$ cat src/rtl/and4_arb_pkg.sv
// Shared constants, grant-pick types and helpers for the round-robin AND arbiter.
//   clog2     : ceiling log2 used to size the requester index.
//   rot_pick  : rotating first-set search over up to N_MAX valid bits.
package and4_arb_pkg;

  localparam int unsigned N_DEFAULT     = 4;
  localparam int unsigned WIDTH_DEFAULT = 4;
  localparam int unsigned N_MAX         = 16;
  localparam int unsigned IDX_MAX_W     = 4;

  typedef struct packed {
    logic                 hit;
    logic [IDX_MAX_W-1:0] idx;
  } pick_t;

  function automatic int unsigned clog2(input int unsigned v);
    int unsigned r;
    r = 0;
    while ((32'd1 << r) < v) r++;
    return r;
  endfunction

  // First set bit of valid[0..n-1], scanning from ptr and wrapping modulo n.
  function automatic pick_t rot_pick(input logic [N_MAX-1:0]     valid,
                                     input logic [IDX_MAX_W-1:0] ptr,
                                     input int unsigned          n);
    pick_t       r;
    int unsigned j;
    r = '0;
    for (int unsigned i = 0; i < N_MAX; i++) begin
      j = (32'(ptr) + i) % n;
      if ((i < n) && !r.hit && valid[j[IDX_MAX_W-1:0]]) begin
        r.hit = 1'b1;
        r.idx = j[IDX_MAX_W-1:0];
      end
    end
    return r;
  endfunction

endpackage

$ cat src/rtl/and4_rr_arbiter_rr_pick.sv
// Combinational round-robin picker.
//   valid      : per-requester request bits
//   ptr        : highest-priority index this cycle
//   gnt_onehot : one-hot grant (zero when no request)
//   gnt_idx    : binary grant index (valid when hit)
//   hit        : at least one request present
import and4_arb_pkg::*;

module rr_pick #(
  parameter  int unsigned N    = N_DEFAULT,
  localparam int unsigned ID_W = clog2(N)
) (
  input  logic [N-1:0]    valid,
  input  logic [ID_W-1:0] ptr,
  output logic [N-1:0]    gnt_onehot,
  output logic [ID_W-1:0] gnt_idx,
  output logic            hit
);

  pick_t pick;

  always_comb begin
    pick       = rot_pick(N_MAX'(valid), IDX_MAX_W'(ptr), N);
    hit        = pick.hit;
    gnt_idx    = ID_W'(pick.idx);
    gnt_onehot = '0;
    if (pick.hit) gnt_onehot[gnt_idx] = 1'b1;
  end

endmodule

$ cat src/rtl/coreir_and.sv
// Bitwise AND datapath primitive.
//   in0, in1 : operands
//   out      : in0 & in1
module coreir_and #(
  parameter int unsigned width = 1
) (
  input  logic [width-1:0] in0,
  input  logic [width-1:0] in1,
  output logic [width-1:0] out
);

  assign out = in0 & in1;

endmodule

$ cat src/rtl/and4_rr_arbiter.sv
// N requesters share one WIDTH-bit AND datapath, granted round-robin, with a
// single registered result slot under valid/ready backpressure.
//   CLK, ASYNCRESETN     : clock, async active-low reset
//   REQ_VALID/REQ_READY  : per-requester handshake (READY one-hot or zero)
//   REQ_I0/REQ_I1        : packed operands, requester k at [k*WIDTH +: WIDTH]
//   OUT_VALID/OUT_READY  : result slot handshake
//   O, OUT_ID            : registered AND result and source requester index
import and4_arb_pkg::*;

module and4_rr_arbiter #(
  parameter  int unsigned N     = N_DEFAULT,
  parameter  int unsigned WIDTH = WIDTH_DEFAULT,
  localparam int unsigned ID_W  = clog2(N)
) (
  input  logic               CLK,
  input  logic               ASYNCRESETN,
  input  logic [N-1:0]       REQ_VALID,
  output logic [N-1:0]       REQ_READY,
  input  logic [N*WIDTH-1:0] REQ_I0,
  input  logic [N*WIDTH-1:0] REQ_I1,
  output logic               OUT_VALID,
  input  logic               OUT_READY,
  output logic [WIDTH-1:0]   O,
  output logic [ID_W-1:0]    OUT_ID
);

  logic [ID_W-1:0]  ptr_q, ptr_d;
  logic             out_valid_q, out_valid_d;
  logic [WIDTH-1:0] o_q, o_d;
  logic [ID_W-1:0]  out_id_q, out_id_d;

  logic [N-1:0]     gnt_onehot;
  logic [ID_W-1:0]  gnt_idx;
  logic             hit;
  logic             can_accept;
  logic             xfer;
  logic [WIDTH-1:0] opa, opb, and_res;

  rr_pick #(.N(N)) u_pick (
    .valid      (REQ_VALID),
    .ptr        (ptr_q),
    .gnt_onehot (gnt_onehot),
    .gnt_idx    (gnt_idx),
    .hit        (hit)
  );

  // Slot can take a new result if empty or being drained on this edge.
  assign can_accept = !out_valid_q || OUT_READY;

  // Gated by reset so requesters never see a grant while the slot is held in reset.
  assign REQ_READY = (ASYNCRESETN && can_accept && hit) ? gnt_onehot : '0;
  assign xfer      = |(REQ_VALID & REQ_READY);

  // Operand mux for the granted requester.
  always_comb begin
    opa = '0;
    opb = '0;
    for (int unsigned k = 0; k < N; k++) begin
      if (gnt_idx == ID_W'(k)) begin
        opa = REQ_I0[k*WIDTH +: WIDTH];
        opb = REQ_I1[k*WIDTH +: WIDTH];
      end
    end
  end

  coreir_and #(.width(WIDTH)) u_and (
    .in0 (opa),
    .in1 (opb),
    .out (and_res)
  );

  // Slot and pointer update; a grant on a draining edge replaces the old result.
  always_comb begin
    ptr_d       = ptr_q;
    out_valid_d = out_valid_q;
    o_d         = o_q;
    out_id_d    = out_id_q;
    if (xfer) begin
      o_d         = and_res;
      out_id_d    = gnt_idx;
      out_valid_d = 1'b1;
      ptr_d       = (gnt_idx == ID_W'(N - 1)) ? '0 : gnt_idx + 1'b1;
    end else if (OUT_READY) begin
      out_valid_d = 1'b0;
    end
  end

  always_ff @(posedge CLK or negedge ASYNCRESETN) begin
    if (!ASYNCRESETN) begin
      ptr_q       <= '0;
      out_valid_q <= 1'b0;
      o_q         <= '0;
      out_id_q    <= '0;
    end else begin
      ptr_q       <= ptr_d;
      out_valid_q <= out_valid_d;
      o_q         <= o_d;
      out_id_q    <= out_id_d;
    end
  end

  assign OUT_VALID = out_valid_q;
  assign O         = o_q;
  assign OUT_ID    = out_id_q;

endmodule

$ cat config.mk
export PLATFORM = sky130hd
export DESIGN_NAME = and4_rr_arbiter
export DESIGN_NICKNAME = d
export VERILOG_FILES = /design/src/rtl/and4_arb_pkg.sv /design/src/rtl/and4_rr_arbiter_rr_pick.sv /design/src/rtl/coreir_and.sv /design/src/rtl/and4_rr_arbiter.sv
export SDC_FILE = /design/constraint.sdc
export NUM_CORES = 1
export LEC_CHECK = 0
export BUFFER_PORTS_ARGS = -buffer_cell sky130_fd_sc_hd__buf_2
export CAP_MARGIN = 10
export CELL_PAD_IN_SITES_DETAIL_PLACEMENT = 0
export CELL_PAD_IN_SITES_GLOBAL_PLACEMENT = 1
export CORE_UTILIZATION = 30
export CTS_CLUSTER_DIAMETER = 150
export DETAILED_ROUTE_END_ITERATION = 8
export GPL_TIMING_DRIVEN = 1
export PLACE_DENSITY_LB_ADDON = 0.15
export SYNTH_ARGS = -nofsm -noshare
export SYNTH_HDL_FRONTEND = slang
export SYNTH_HIERARCHICAL = 1
export SYNTH_SLANG_ARGS = --single-unit
$ cat constraint.sdc
create_clock -name CLK -period 2.8 [get_ports CLK]
set_input_delay 0.56 -clock CLK [delete_from_list [all_inputs] [get_ports CLK]]
set_output_delay 0.56 -clock CLK [all_outputs]
set_load 0.005 [all_outputs]
==> metrics.md, run 1 <==
| Metric | Value |
|---|---|
| Crit path max fanout | `9` |
| First-pass GRT wire length | `approximately 3800 um` |
| Ys Warns | `6` |
| PwrDens | `around 800 nW/um^2` |
| Clock Skews | `0.0003463 ns` |
| Final-report setup violation count | `0` |
| Multi-input gate area | `~630 sq um` |
| Failing checks | `design-rule violations` |
| Nets | `~210` |
| Reg2reg setup slack | `0.38 ns` |
| # IOs | `50` |
| Worst path bufs/invs | `3` |
| Hold bufs inserted after CTS | `0` |
| Final hold viol count | `0` |
| Port Buffer Count | `between 40 and 50` |
| CTS tree | `done` |
| GRT Overall Usage | `around 14%` |
| Crit-path cells | `buf_2, a21oi_1, o21ai_0, a21oi_1, inv_1, ha_1, buf_4, a21oi_1, o21ai_0, a22o_1, and2_1, mux2_2` |
| Synth Register Bits | `9` |
| Setup TNS | `0 ns` |
| Yosys cell types | `32` |
| Hold crit path type | `input pin to asynchronous set/reset pin` |
| Worst EP arrival | `2.59 ns` |
| Setup bufs post-CTS | `0` |
| Syn_nets | `153` |
| Htree depth | `1` |
| R2r worst-path depth | `11` |
| Row count | `19` |
| Unrepaired setup endpoints after global routing | `no` |
| Layout cell share with drive strength beyond 1 | `~45%` |
| Leading register cell type out of synthesis | `dfrtp_1` |
| Reg-to-Reg Start | `ptr_q[0]$_DFFE_PN0P_` |
| Period minus WS final | `~2.5 ns` |
| Starting density of the core | `around a third` |
| Setup Crit Path Kind | `input pin to flip-flop` |
| Fin util | `a little over two fifths` |
| EDFF count, synth | `0` |
| Die Ht | `between 50 and 60 um` |
| Initial antenna violation count | `0` |
| DR iter-0 viols | `18` |
| DIE WIDTH | `57.33 um` |
| Design area | `1230 sq um` |
| Pins Over Slew Limit | `0` |
| Total gr overflow | `0` |
| RR Endpoint | `O[0]$_DFFE_PN0P_` |
| Instance area at placement | `1204 sq um` |
| Vias per cell | `5.115` |
| CP required | `around 3 ns` |
| Initial DRT Pass Iterations | `6` |
| F_max | `roughly 400 MHz` |
| CP delay by family, top | `compound AO/OA/AOI/OAI gates` |
| Filler cells | `~310` |
| Clk Latency, worst-skew pair | `around 0.25 ns` |
| Min Hold Slack | `0.1518 ns` |
| Cells after Synth | `between 100 and 150` |
| Worst Tran Pin Value | `approximately 0.49 ns` |
| Commonest non-fill, non-tap cell in the layout | `buf_2` |
| CP max stage cell | `a21oi_1` |
| Max-Cap Viols | `0` |
| Leading area contributor after synthesis | `dfrtp_1` |
| Commonest cells after routing, fill and taps aside | `buf_2, nand2_1, dfrtp_1` |
| Number of gates resized after CTS | `0` |
| Fin crit share | `87.53%` |
| CTS Buf Count | `3` |
| Vias | `982` |
| Critical Path End Type | `flip-flop` |
| Register area | `around 230 sq um` |
| Ys async rst share | `100.0%` |
| Area growth, synth to finish | `33.92%` |
| N_diodes | `0` |
| Clock Tree Root | `clkbuf_4` |
| Die area | `about 3300 sq um` |
| Synthesized cell area | `918.4 sq um` |
| P_leak | `0.6207 nW` |
| Status | `finished with violations` |
| Final wirelength | `approximately 2300 um` |
| Largest net degree at the start of global routing | `17` |
| CP most frequent cell | `a21oi_1` |
| Critical path startpoint category | `input pin` |
| Post-DP HPWL | `roughly 1900 um` |
| Mapped Avg Cell Area | `between 8 and 9 sq um` |
| WP depth | `12` |
| Drt drc | `2` |
| CTS Buffer Depth | `2` |
| Placer congestion estimate | `about 0.79` |
| Post-synth top area share | `between 20% and 30%` |
| Clock Pin Slew Worst Setup and Hold Paths | `around 0.05 ns` |
| Post-DRT Antenna Nets | `0` |
| Total clock sinks | `9` |
| CORE AREA | `2829 sq um` |
| Vias in the first global route | `between 900 and 1000` |
| Seq/Total Area, Yosys | `about a quarter` |
| Dominant cells by area after synthesis | `dfrtp_1, mux2_2, a221oi_1` |
| Maximum VDD drop | `between 0.4 and 0.5 mV` |
| Slew margin rel. | `about two thirds` |
| Total power | `just under 1 mW` |
| Wirelength per Cell | `around 12 um` |
| Crit path largest cell delay | `0.29 ns` |
==> power breakdown <==
part,total [mW],internal [mW],switching (mW)
Clock,0.0926,0.0544,0.0382
Sequential,0.245,0.193,0.0516
Combinational,0.648,0.338,0.310
==> layout make-up <==
type,count,share of cell area (%)
Sequential cell,9,18.31
Clock buffer,4,2.136
Inverter,8,2.442
Tap cell,31,3.154
Multi-Input combinational cell,87,51.58
Timing Repair Buffer,53,22.38
==> metrics by stage <==
stage,instances,setup slack (ns)
after floorplan,110,0.2324
after global placement,188,0.1438
after detailed placement,188,0.1028
after CTS,192,0.3705
after global routing,192,0.1676
final,192,0.3491
==> worst max-delay path by stage <==
stage / startpoint / to / slack [ns]
6_report: REQ_VALID[0] / O[0]$_DFFE_PN0P_ / 0.35
5_1_grt: ptr_q[0]$_DFFE_PN0P_ / O[0]$_DFFE_PN0P_ / 0.17
4_1_cts: REQ_VALID[0] / O[0]$_DFFE_PN0P_ / 0.37
3_5_place_dp: REQ_VALID[0] / O[0]$_DFFE_PN0P_ / 0.10
3_3_place_gp: REQ_VALID[0] / O[0]$_DFFE_PN0P_ / 0.14
2_1_floorplan: REQ_VALID[1] / O[0]$_DFFE_PN0P_ / 0.23
==> routing by layer <==
| layer | GRT usage [%] | part of all wire [%] |
|---|---|---|
| met1 | 18.90 | 47 |
| met2 | 24.87 | 48 |
| met3 | 2.948 | 5.3 |
| met4 | 2.439 | 0 |
| met5 | 0 | 0 |
==> Yosys cell counts (2+ instances only) <==
| cell | count |
|---|---|
| inv_1 | 8 |
| a21oi_1 | 7 |
| clkbuf_1 | 2 |
| nor2_1 | 6 |
| o31ai_1 | 7 |
| ha_1 | 4 |
| and2_1 | 7 |
| o21ai_0 | 3 |
| a221oi_1 | 8 |
| nor3_1 | 2 |
| buf_2 | 2 |
| nand2_1 | 11 |
| nor2b_1 | 8 |
| dfrtp_1 | 9 |
| mux2_2 | 8 |
| nand2b_1 | 2 |
==> registers in the layout (all words and copies together), names as in the netlist <==
signal,cells
ptr_q,2
OUT_VALID,1
OUT_ID,2
O,4
==> kinds of logic after synthesis <==
kind of cell             synth area share, %
adder cells (fa/ha/maj)                5.450
AO/OA/AOI/OAI                          31.47
flip-flops                             24.52
buffers and inverters                  6.404
AND/OR/NAND/NOR                        22.34
multiplexers                           9.810
No activity file was read; power rests on OpenSTA's default activity.
==> run 2: changes to the inputs <==
--- a/config.mk
+++ b/config.mk
@@ -7,9 +7,9 @@
 export LEC_CHECK = 0
 export BUFFER_PORTS_ARGS = -buffer_cell sky130_fd_sc_hd__buf_2
 export CAP_MARGIN = 10
-export CELL_PAD_IN_SITES_DETAIL_PLACEMENT = 0
-export CELL_PAD_IN_SITES_GLOBAL_PLACEMENT = 1
-export CORE_UTILIZATION = 30
+export CELL_PAD_IN_SITES_DETAIL_PLACEMENT = 1
+export CELL_PAD_IN_SITES_GLOBAL_PLACEMENT = 2
+export CORE_UTILIZATION = 23
 export CTS_CLUSTER_DIAMETER = 150
 export DETAILED_ROUTE_END_ITERATION = 8
 export GPL_TIMING_DRIVEN = 1
@@ -18,3 +18,4 @@
 export SYNTH_HDL_FRONTEND = slang
 export SYNTH_HIERARCHICAL = 1
 export SYNTH_SLANG_ARGS = --single-unit
+export TNS_END_PERCENT = 5
==> run 2 against run 1 <==
  * The flow now finishes without violations
  * Die area up 29%
  * Wire length increased by 25%
  * Sequential share of layout area is 0.89 points lower
  * Highest routed layer is now met4
==> metrics.md, run 2 (synthesis results as in run 1) <==
| Metric | Value |
|---|---|
| # IOs | `50` |
| RR Endpoint | `O[1]$_DFFE_PN0P_` |
| Drt drc | `0` |
| CP required | `a little under 3 ns` |
| Min Hold Slack | `roughly 0.17 ns` |
| Met1 WL | `1240 um` |
| Total clock sinks | `9` |
| Fin crit share | `about 90%` |
| Vias | `between 1000 and 1500` |
| GRT Overall Usage | `between 10% and 20%` |
| N_diodes | `0` |
| First-pass GRT wire length | `~5000 um` |
| Max FFs per register | `4` |
| R2r worst-path depth | `10` |
| Htree depth | `1` |
| Setup Crit Path Kind | `flip-flop to flip-flop` |
| Layout cell share with drive strength beyond 1 | `between 40 and 50%` |
| Clock Tree Root | `clkbuf_8` |
| CTS Buffer Depth | `2` |
| Clock Pin Slew Worst Setup and Hold Paths | `~0.05 ns` |
| Met2 wire len | `~1400 um` |
| DR iter-0 viols | `37` |
| Highest Signal Layer | `met4` |
| PwrDens | `832.4 nW/um^2` |
| Non-Filler Instances | `between 200 and 250` |
| Die Ht | `65.19 um` |
| Post-DP HPWL | `between 2000 and 2500 um` |
| Vias per cell | `4.769` |
| Crit path max fanout | `7` |
| Slack of the critical path | `between 0.3 and 0.4 ns` |
| Clock Skews | `around 0.0054 ns` |
| Final hold viol count | `0` |
| Final wirelength | `2820 um` |
| Die area | `between 4000 and 5000 sq um` |
| Critical Path End Type | `flip-flop` |
| CTS Buf Count | `3` |
| Max-Cap Viols | `0` |
| Initial DRT Pass Iterations | `4` |
| WL met3 | `about 98 um` |
| CTS tree | `done` |
| Design area | `~1300 sq um` |
| Setup bufs post-CTS | `0` |
| DP Worst Slack | `~0.12 ns` |
| Pins Over Slew Limit | `0` |
| Row count | `22` |
| Hold bufs inserted after CTS | `0` |
| Vias in the first global route | `1079` |
| Total power | `~1.1 mW` |
| Hold crit path type | `input pin to asynchronous set/reset pin` |
| F_max | `about 400 MHz` |
| P_leak | `around 0.64 nW` |
| Worst Tran Pin Value | `0.5013 ns` |
| Period minus WS final | `roughly 2.5 ns` |
| Worst EP arrival | `roughly 2.6 ns` |
| Starting density of the core | `about 25%` |
| Reg-to-Reg Start | `ptr_q[0]$_DFFE_PN0P_` |
| Final-report setup violation count | `0` |
| Status | `complete, no violations` |
| Commonest cells after routing, fill and taps aside | `buf_2, nand2_1, dfrtp_1` |
| Commonest non-fill, non-tap cell in the layout | `buf_2` |
| CORE AREA | `3744 sq um` |
| Largest net degree at the start of global routing | `17` |
| Critical path startpoint category | `flip-flop` |
| Reg2reg setup slack | `0.34 ns` |
| DIE WIDTH | `between 60 and 70 um` |
| Placer congestion estimate | `~0.75` |
| Maximum VDD drop | `0.3335 mV` |
| Total gr overflow | `0` |
| Fin util | `around a third` |
| Setup TNS | `0 ns` |
| Clk Latency, worst-skew pair | `roughly 0.23 ns` |
| Number of gates resized after CTS | `0` |
| Initial antenna violation count | `0` |
| Nets | `208` |
| Slew margin rel. | `about two thirds` |
| Port Buffer Count | `between 40 and 50` |
| Wirelength per Cell | `13.30 um` |
| Area growth, synth to finish | `40.74%` |
| Critical Path Source | `ptr_q[0]$_DFFE_PN0P_` |
| Post-DRT Antenna Nets | `0` |
| Instance area at placement | `1247 sq um` |
| Unrepaired setup endpoints after global routing | `no` |
| Placed cell count | `208` |
-- run 2: cell type report --
cell class | instances | area [sq um]
Timing Repair Buffer | 56 | 297.8
Fill cell | 487 | 2451
Tap cell | 48 | 60.06
Inverter | 8 | 30.03
Sequential cell | 9 | 225.2
Multi-Input combinational cell | 87 | 634.4
Clock buffer | 4 | 45.04
-- run 2: metal layers --
metal  vias to the layer above  global-route usage (%)
met3                         4                   2.431
met1                       478                   17.51
li1                        510                       -
met4                         0                   4.891
met5                         -                       0
met2                        19                   27.32
-- run 2: critical path, cell delays in order (launching register included) --
cell	delay, ns
dfrtp_1	0.44
nand2b_2	0.24
a21oi_1	0.17
a211oi_2	0.07
buf_4	0.17
ha_1	0.25
buf_4	0.18
a221oi_1	0.31
o31ai_1	0.12
and2_1	0.15
mux2_2	0.25
-- run 2: power breakdown --
| group | switching, mW | internal [mW] |
|---|---|---|
| combinational | 0.321 | 0.351 |
| sequential | 0.0600 | 0.193 |
| clock | 0.0514 | 0.0992 |
| total | 0.433 | 0.643 |
-- run 2: how the worst max path moves through the flow --
stage	endpoint	slack [ns]	cells after the start
6_report	O[1]$_DFFE_PN0P_	0.34	10
3_5_place_dp	O[1]$_DFFE_PN0P_	0.12	11
2_1_floorplan	O[0]$_DFFE_PN0P_	0.23	12
4_1_cts	O[1]$_DFFE_PN0P_	0.32	10
3_3_place_gp	O[3]$_DFFE_PN0P_	0.17	11
5_1_grt	O[0]$_DFFE_PN0P_	0.12	10
